File: src/rtl/round_pkg.sv
// Shared helpers for the round-robin shared rounder: index widths and saturation constants.
package round_pkg;

  function automatic int unsigned clog2(input int unsigned n);
    int unsigned r;
    r = 1;
    for (int unsigned i = 1; i < 32; i++) begin
      if ((32'd1 << i) < n) r = i + 1;
    end
    return r;
  endfunction

  function automatic int unsigned max_pos(input int unsigned w);
    return (32'd1 << (w - 1)) - 32'd1;
  endfunction

  function automatic int unsigned shift_w(input int unsigned max_shift);
    return clog2(max_shift + 1);
  endfunction

  localparam int unsigned DEF_SHIFT_W = shift_w(16);

endpackage

File: src/rtl/round_core.sv
// Combinational variable-shift rounder: round half away from zero, saturating at max positive.
module round_core
  import round_pkg::*;
#(
  parameter  int unsigned WIDTH     = 32,
  parameter  int unsigned OUT_W     = 15,
  parameter  int unsigned MAX_SHIFT = 16,
  localparam int unsigned SW        = shift_w(MAX_SHIFT)
) (
  input  logic [WIDTH-1:0] x,
  input  logic [SW-1:0]    s,
  output logic [OUT_W-1:0] data,
  output logic             sat
);

  localparam logic [OUT_W-1:0] MAX_POS = OUT_W'(max_pos(OUT_W));

  logic [OUT_W-1:0] field;
  logic [WIDTH-1:0] lo_mask;
  logic             sign;
  logic             half;
  logic             sticky;
  logic             inc;

  always_comb begin
    field   = OUT_W'(x >> s);
    sign    = field[OUT_W-1];
    half    = 1'b0;
    lo_mask = '0;
    if (s != '0) half = x[s - SW'(1)];
    // bits strictly below the half position; empty when s <= 1
    if (s > SW'(1)) lo_mask = (WIDTH'(1) << (s - SW'(1))) - WIDTH'(1);
    sticky = |(x & lo_mask);
    inc    = half & (~sign | sticky);
    sat    = inc & (field == MAX_POS);
    data   = sat ? MAX_POS : field + OUT_W'(inc);
  end

endmodule

File: src/rtl/round_scheduler.sv
// Round-robin arbiter feeding one registered rounding stage, with per-channel shifts and sticky overflow flags.
module round_scheduler
  import round_pkg::*;
#(
  parameter  int unsigned N_CH          = 4,
  parameter  int unsigned WIDTH         = 32,
  parameter  int unsigned OUT_W         = 15,
  parameter  int unsigned MAX_SHIFT     = 16,
  parameter  int unsigned DEFAULT_SHIFT = 16,
  localparam int unsigned CW            = clog2(N_CH),
  localparam int unsigned SW            = shift_w(MAX_SHIFT)
) (
  input  logic                  clk,
  input  logic                  reset_b,
  input  logic [N_CH-1:0]       req_valid,
  input  logic [N_CH*WIDTH-1:0] req_data,
  output logic [N_CH-1:0]       req_ready,
  output logic                  out_valid,
  input  logic                  out_ready,
  output logic [OUT_W-1:0]      out_data,
  output logic [CW-1:0]         out_chan,
  input  logic                  cfg_we,
  input  logic [CW-1:0]         cfg_chan,
  input  logic [SW-1:0]         cfg_shift,
  output logic [N_CH-1:0]       ovf_flags,
  input  logic [N_CH-1:0]       ovf_clr
);

  logic [CW-1:0]    ptr;
  logic [CW-1:0]    ptr_nxt;
  logic [CW-1:0]    gnt_idx;
  logic             any_valid;
  logic             stage_free;
  logic             accept;
  logic [SW-1:0]    shift_q [N_CH];
  logic [SW-1:0]    cur_shift;
  logic [WIDTH-1:0] cur_x;
  logic [OUT_W-1:0] rnd_data;
  logic             rnd_sat;
  logic [N_CH-1:0]  ovf_set;
  logic [SW-1:0]    cfg_clamped;

  // first valid channel at or after ptr, wrapping
  always_comb begin
    int unsigned idx;
    idx       = 0;
    gnt_idx   = ptr;
    any_valid = 1'b0;
    for (int unsigned k = 0; k < N_CH; k++) begin
      idx = (32'(ptr) + k) % N_CH;
      if (!any_valid && req_valid[idx]) begin
        any_valid = 1'b1;
        gnt_idx   = CW'(idx);
      end
    end
  end

  always_comb begin
    stage_free  = !out_valid || out_ready;
    accept      = any_valid && stage_free;
    req_ready   = accept ? (N_CH'(1) << gnt_idx) : '0;
    cur_x       = req_data[32'(gnt_idx)*WIDTH +: WIDTH];
    cur_shift   = shift_q[gnt_idx];
    ptr_nxt     = (gnt_idx == CW'(N_CH - 1)) ? '0 : gnt_idx + CW'(1);
    ovf_set     = (accept && rnd_sat) ? (N_CH'(1) << gnt_idx) : '0;
    cfg_clamped = (cfg_shift > SW'(MAX_SHIFT)) ? SW'(MAX_SHIFT) : cfg_shift;
  end

  round_core #(
    .WIDTH    (WIDTH),
    .OUT_W    (OUT_W),
    .MAX_SHIFT(MAX_SHIFT)
  ) u_core (
    .x   (cur_x),
    .s   (cur_shift),
    .data(rnd_data),
    .sat (rnd_sat)
  );

  // output stage, pointer and sticky flags; a set beats a same-cycle clear
  always_ff @(posedge clk or negedge reset_b) begin
    if (!reset_b) begin
      out_valid <= 1'b0;
      out_data  <= '0;
      out_chan  <= '0;
      ptr       <= '0;
      ovf_flags <= '0;
    end else begin
      if (stage_free) out_valid <= accept;
      if (accept) begin
        out_data <= rnd_data;
        out_chan <= gnt_idx;
        ptr      <= ptr_nxt;
      end
      ovf_flags <= (ovf_flags & ~ovf_clr) | ovf_set;
    end
  end

  // shift register file; a write is seen only by later acceptances
  always_ff @(posedge clk or negedge reset_b) begin
    if (!reset_b) begin
      for (int i = 0; i < N_CH; i++) shift_q[i] <= SW'(DEFAULT_SHIFT);
    end else if (cfg_we && (32'(cfg_chan) < N_CH)) begin
      shift_q[cfg_chan] <= cfg_clamped;
    end
  end

endmodule

File: config.mk
export PLATFORM = sky130hd
export DESIGN_NAME = round_scheduler
export DESIGN_NICKNAME = d
export VERILOG_FILES = /design/src/rtl/round_pkg.sv /design/src/rtl/round_core.sv /design/src/rtl/round_scheduler.sv
export SDC_FILE = /design/constraint.sdc
export NUM_CORES = 1
export LEC_CHECK = 0
export BUFFER_PORTS_ARGS = -buffer_cell sky130_fd_sc_hd__buf_2
export CORE_MARGIN = 4
export CORE_UTILIZATION = 45
export DETAILED_ROUTE_END_ITERATION = 10
export PLACE_DENSITY = 0.76
export REMOVE_ABC_BUFFERS = 1
export SKIP_CTS_REPAIR_TIMING = 1
export SYNTH_ARGS = -nofsm -noshare
export SYNTH_HDL_FRONTEND = slang
export SYNTH_HIERARCHICAL = 1
export SYNTH_SLANG_ARGS = --single-unit
File: constraint.sdc
create_clock -name clk -period 12.88 [get_ports clk]
set_clock_uncertainty 0.05 [all_clocks]
set_input_delay 0.644 -clock clk [delete_from_list [all_inputs] [get_ports clk]]
set_output_delay 0.644 -clock clk [all_outputs]
set_load 0.005 [all_outputs]
-- Word level (Yosys, flattened, before mapping)
Cells that the tools add are included.
- flip-flop bits (word level): 44
- input bits: 147
- reduce and logical (&&, ||, !) cells: 13
- eq/ne operators: 2
- shifts and indexed selects: 4
- bitwise operators: 10
- add/subtract/negate cells: 7
- $lt $le $gt $ge: 10
- muxes and demuxes: 30
- operators by type and width (kind ; count):
    $shiftx 128x8->32 ; 1
    $and 32x32->32 ; 1
    $mux 32 ; 1
    $reduce_or 32->1 ; 1
    $shl 1x5->32 const A ; 1
    $shr 32x5->15 ; 1
    $sub 32x2->32 const B ; 1
    $bwmux 20 ; 1
    $mux 5 ; 4
    $add 15x1->15 ; 1
    $eq 15x14->1 const B ; 1
    $mux 15 ; 1
    $lt 2x3->1 const B ; 4
    $bmux 5 s2 ; 1
    $demux 5 s2 ; 1
    $mux 1 ; 10
    $bmux 1 s2 ; 4
    $mux 2 ; 4
    $mux 4 ; 2
    $ge 3x3->1 const B ; 2
    $logic_and 1x1->1 ; 6
    $lt 5x6->1 const B ; 1
    $not 2->3 ; 2
    $bmux 1 s5 ; 1
    other kinds (17) ; 23

-- Depth between registers and ports, before layout
- depth after elaboration: 28
- depth in mapped cells: 34

-- Cells and area by module
Netlist, hierarchy kept.
- by module, submodules not included (module ; cells each ; area each (um^2) ; times used ; sequential area each (um^2)):
    round_core ; 530 ; 4003.8 ; 1 ; 0.0
    round_scheduler ; 362 ; 2904.0 ; 1 ; 1106.1

-- Worst setup path before layout
OpenSTA, ideal clock, no wires.
- kind: input to register
- start: in req_valid[2]
- end: reg out_data[12]
- arrival time: 7.021 ns
- setup time: 0.125 ns
- cell stages on the path: 34
- path slack: 5.685 ns
- cells stage by stage: nor2b_1 > a2111oi_0 > or2_1 > buf_4 > buf_6 > buf_6 > nand2_1 > a32oi_1 > buf_4 > buf_2 > buf_2 > inv_1 > ha_1 > nor3b_1 > xnor2_1 > clkbuf_1 > clkbuf_1 > nand3_1 > ha_1 > o31ai_1 > a31oi_1 > a32oi_1 > xor2_1 > a2111oi_0 > nand4_1 > nor4_1 > a31oi_1 > ha_1 > ha_1 > or3b_1 > nor3_1 > xor2_1 > nand2_1 > mux2_2
- cells in the longest elaborated chain, start to end: 26
- elaborated cells on any way between the ends: 46
- those cells by class: add/sub: 3; order compare: 1; eq/ne: 1; shift: 3; mux: 23; bitwise: 6; reduce/logical: 9
- RTL lines (item ; RTL line ; source):
    start: declaration ; round_scheduler.sv:15 ; input logic [N_CH-1:0] req_valid,
    $bmux 1 s2 ; round_scheduler.sv:51 ; if (!any_valid && req_valid[idx]) begin
    $mux 1 (implied by the code) ; round_scheduler.sv:51 ;
    $mux 1 ; round_scheduler.sv:51 ;
    $logic_not 1->1 ; round_scheduler.sv:51 ;
    $logic_and 1x1->1 ; round_scheduler.sv:51 ;
    $mux 1 ; round_scheduler.sv:51 ;
    $logic_not 1->1 ; round_scheduler.sv:51 ;
    $logic_and 1x1->1 ; round_scheduler.sv:51 ;
    [... 8 more ...] ; - ;
    net cur_shift[1] ; round_scheduler.sv:36 ; logic [SW-1:0] cur_shift;
    [... 3 more ...] ; - ;
    $mux 32 ; round_core.sv:32 ; if (s > SW'(1)) lo_mask = (WIDTH'(1) << (s - SW'(1))) - WIDTH'(1);
    $and 32x32->32 ; round_core.sv:33 ; sticky = |(x & lo_mask);
    $reduce_or 32->1 ; round_core.sv:33 ;
    $or 1x1->1 ; round_core.sv:34 ; inc = half & (~sign | sticky);
    $and 1x1->1 ; round_core.sv:34 ;
    $add 15x1->15 / $and 1x1->1 (equally long branches) ; round_core.sv:36, round_core.sv:35 ;
    $mux 15 * ; round_core.sv:36 ; data = sat ? MAX_POS : field + OUT_W'(inc);
    net rnd_data[12] ; round_scheduler.sv:38 ; logic [OUT_W-1:0] rnd_data;
    end signal: assignment ; round_scheduler.sv:91 ; out_data <= rnd_data;
    end: declaration ; round_scheduler.sv:20 ; output logic [OUT_W-1:0] out_data,
The timed path passes the listed nets; every way through them passes the cells marked *. The select of a mux whose other input is x is not followed.
A chain may end at the register's enable or synchronous reset.

-- Final worst setup path
- start: in req_valid[2]
- end: reg out_data[8]
The elaborated chain is that of the path after synthesis.

==> summary.md <==
| Metric | Value |
|---|---|
| Area delta synth->final | 15.6% |
| CTS tree | yes |
| Final period utilization | 0.696 |
| Pwr per Cell Area | 348 nW/µm² |
| Synth Instances | 892 |
| Crit path max fanout | 75 |
| Fraction of registers with async set/reset | 1.00 |
| Yosys warning total | 6 |
| Final Hold Fails | 0 |
| Placed insts | 1196 |
| Slowest Stage Delay on Critical Path | 0.88 ns |
| Total GRT Usage | 0.263 |
| Layout Nets | 1173 |
| Relative slew slack | 0.296 |
| Yosys top cell by area | dfrtp_1 |
| Run status | finished clean |
| Register area share after synthesis | 0.160 |
| RSZ-0062 raised after global routing | no |
| CTS Buf Count | 5 |
| Setup CP Type | input pin to flop |
| Buffers added on ports | 172 |
| Max VDD drop | 0.111 mV |
| ANT nets after route | 0 |
| Avg WL per Cell | 20.2 µm |
| Initial Util | 0.456 |
| GRT Residual Overflow | 0 |
| Area share of the largest cell type after synthesis | 0.145 |
| Seq cells post-synth | 44 |
| Post-route insts no fill | 1204 |
| Final WL | 24300 µm |
| Die H | 132 µm |
| Fin. max-slew vios | 0 |
| Clock Tree Root | clkbuf_16 |
| Cell Area, Synth | 6910 µm² |
| Synth unique cells | 87 |
| Critical Path End Type | flop |
| CORE AREA | 15100 µm² |
| Top-count cell post-synth | nand2_1 |
| Vias | 7871 |
| Avg Cell Area, Syn | 7.74 µm² |
| CP max-delay cell | a32oi_4 |
| Antenna violations before repair | 0 |
| Min Tclk post-route | 8.96 ns |
| Worst-Margin Slew | 1.05 ns |
| Post-route DRC violation count | 0 |
| Worst endpoint required time | 13.01 ns |
| Critical path arrival | 9.09 ns |
| Detailed placer's ending HPWL | 18000 µm |
| EDFF count, synth | 0 |
| Clock sinks | 44 |
| I/O pins | 173 |
| Worst setup SP type | input pin |
| Routability-driven placement congestion ratio | 1.02 |
| Final setup TNS | 0 ns |
| Detailed Route Iter0 Violations | 846 |
| Total of max-cap violations | 0 |
| Clk slew on worst S/H paths | 0.06 ns |
| Final setup viols | 0 |
| Latest clock arrival within the worst-skew pair | 0.29 ns |
| Max Fclk | 112 MHz |
| Top cells by area, synth | dfrtp_1, mux4_2, nand2_1 |
| Clock Path Buffers | 2 |
| P_leak | 3.34 nW |
| Worst reg-to-reg setup slack | 4.04 ns |
| Vias in the first global route | 7162 |
| FF-to-FF End | out_data[8]$_DFFE_PN0P_ |
| Crit path to | out_data[8]$_DFFE_PN0P_ |
| Reg-to-reg startpoint | ptr[0]$_DFFE_PN0P_ |
| ANT cells | 0 |
| Top_reg_cell synth | dfrtp_1 |
| Post-synth top cells | nand2_1, nor2_1, a21oi_1 |
| Share of cells above drive strength 1 | 0.292 |
| DIE WIDTH | 132 µm |
| Largest net degree at the start of global routing | 81 |
| Cell seen most often among critical-path stages | ha_1 |
| HP Class | flop to flop |
| DRT Pass-1 Iters | 7 |
| R2R cell count | 29 |
| Htree depth | 2 |
| Floorplan row count | 45 |
| CP Launch Point | req_valid[2] |
| Die area | 17400 µm² |
| Vias per inst | 6.54 |
| First-pass GRT wire length | 38300 µm |
-- cell type report --
class / instances / area [µm²]
clock buffers: 6 / 129
clock inverters: 2 / 35.0
fillers: 1441 / 7160
inverters: 28 / 108
multi-input cells: 742 / 5350
flip-flops and latches: 44 / 1110
well taps: 188 / 235
repair buffers: 194 / 1030
-- critical path, delay by kind of cell --
| kind | cells | cell delay [ns] |
|---|---|---|
| AOI/OAI and AO/OA | 7 | 2.60 |
| xor gates and xnor gates | 3 | 0.52 |
| adders and majority gates | 4 | 1.50 |
| buffers and inverters | 5 | 1.62 |
| muxes | 1 | 0.27 |
| and+or+nand+nor | 10 | 1.86 |
-- metal layers --
layer	GRT usage	wire (µm)	up-vias
met4	0.0823	758	0
li1	-	-	3607
met3	0.0561	2500	82
met2	0.416	11100	497
met1	0.362	9970	3685
met5	0	0	-
-- worst min-delay path by stage --
stage,startpoint,end,depth (start not counted)
after floorplan,reset_b,out_chan[0]$_DFFE_PN0P_,0
after global placement,shift_q[2]$_DFFE_PN0P_,shift_q[2]$_DFFE_PN0P_,2
after detailed placement,shift_q[1]$_DFFE_PN0P_,shift_q[1]$_DFFE_PN0P_,2
after CTS,shift_q[1]$_DFFE_PN0P_,shift_q[1]$_DFFE_PN0P_,2
after global routing,shift_q[2]$_DFFE_PN0P_,shift_q[2]$_DFFE_PN0P_,2
final,shift_q[2]$_DFFE_PN0P_,shift_q[2]$_DFFE_PN0P_,2
-- layout by cell type, fill, tap and decap left out, types with 6 or more instances in the layout --
cell / count
o21ai_0: 41
a21oi_1: 51
o31ai_1: 9
a211oi_1: 6
mux2i_1: 25
dfrtp_1: 40
ha_1: 11
nand2_1: 184
or3_1: 7
inv_1: 22
nor2_1: 54
nand4_1: 8
a31oi_1: 9
nand3_1: 31
o2111ai_1: 7
mux2_2: 26
nor2b_1: 7
buf_2: 172
nor3_1: 21
xnor2_1: 15
a32oi_1: 36
and2_1: 7
nor4_1: 6
o221ai_1: 6
nand2b_1: 10
buf_4: 22
o22ai_1: 8
xor2_1: 10
mux4_2: 38
-- cells by family (layout without fill, tap and decap cells) --
logic type,Yosys count,in the layout,synth area share
adder cells (fa/ha/maj),11,11,0.0199
flip-flops,44,44,0.160
AND/OR/NAND/NOR,365,365,0.244
multiplexers,94,94,0.217
XOR/XNOR,26,26,0.0330
buffers and inverters,106,230,0.0755
AO/OA/AOI/OAI,246,246,0.250
-- metrics by stage --
step / util / hold slack, ns / power [mW] / instance area (µm²) / worst slack (ns)
floorplan: - / 0.298 / 1.92 / 6490 / 1.22
global placement: 0.516 / 0.411 / 2.55 / 7820 / 3.96
detailed placement: 0.516 / 0.420 / 2.55 / 7820 / 3.78
CTS: 0.527 / 0.433 / 2.71 / 7990 / 4.08
global route: 0.527 / 0.455 / 2.96 / 7990 / 3.19
finish: 0.527 / 0.430 / 2.78 / 7990 / 3.92
-- sequential cells by signal, indices dropped and copies added (netlist names) --
register   cells
out_valid      1
shift_q       20
out_data      15
ptr            2
ovf_flags      4
out_chan       2
-- power by group --
group | switching (mW) | internal, mW | leakage [nW] | total (mW)
combinational | 1.47 | 0.964 | 2.72 | 2.43
sequential | 0.0198 | 0.181 | 0.542 | 0.201
clock | 0.0539 | 0.0913 | 0.0808 | 0.145
total | 1.54 | 1.24 | 3.34 | 2.78
Power figures use the tool's default switching activity.
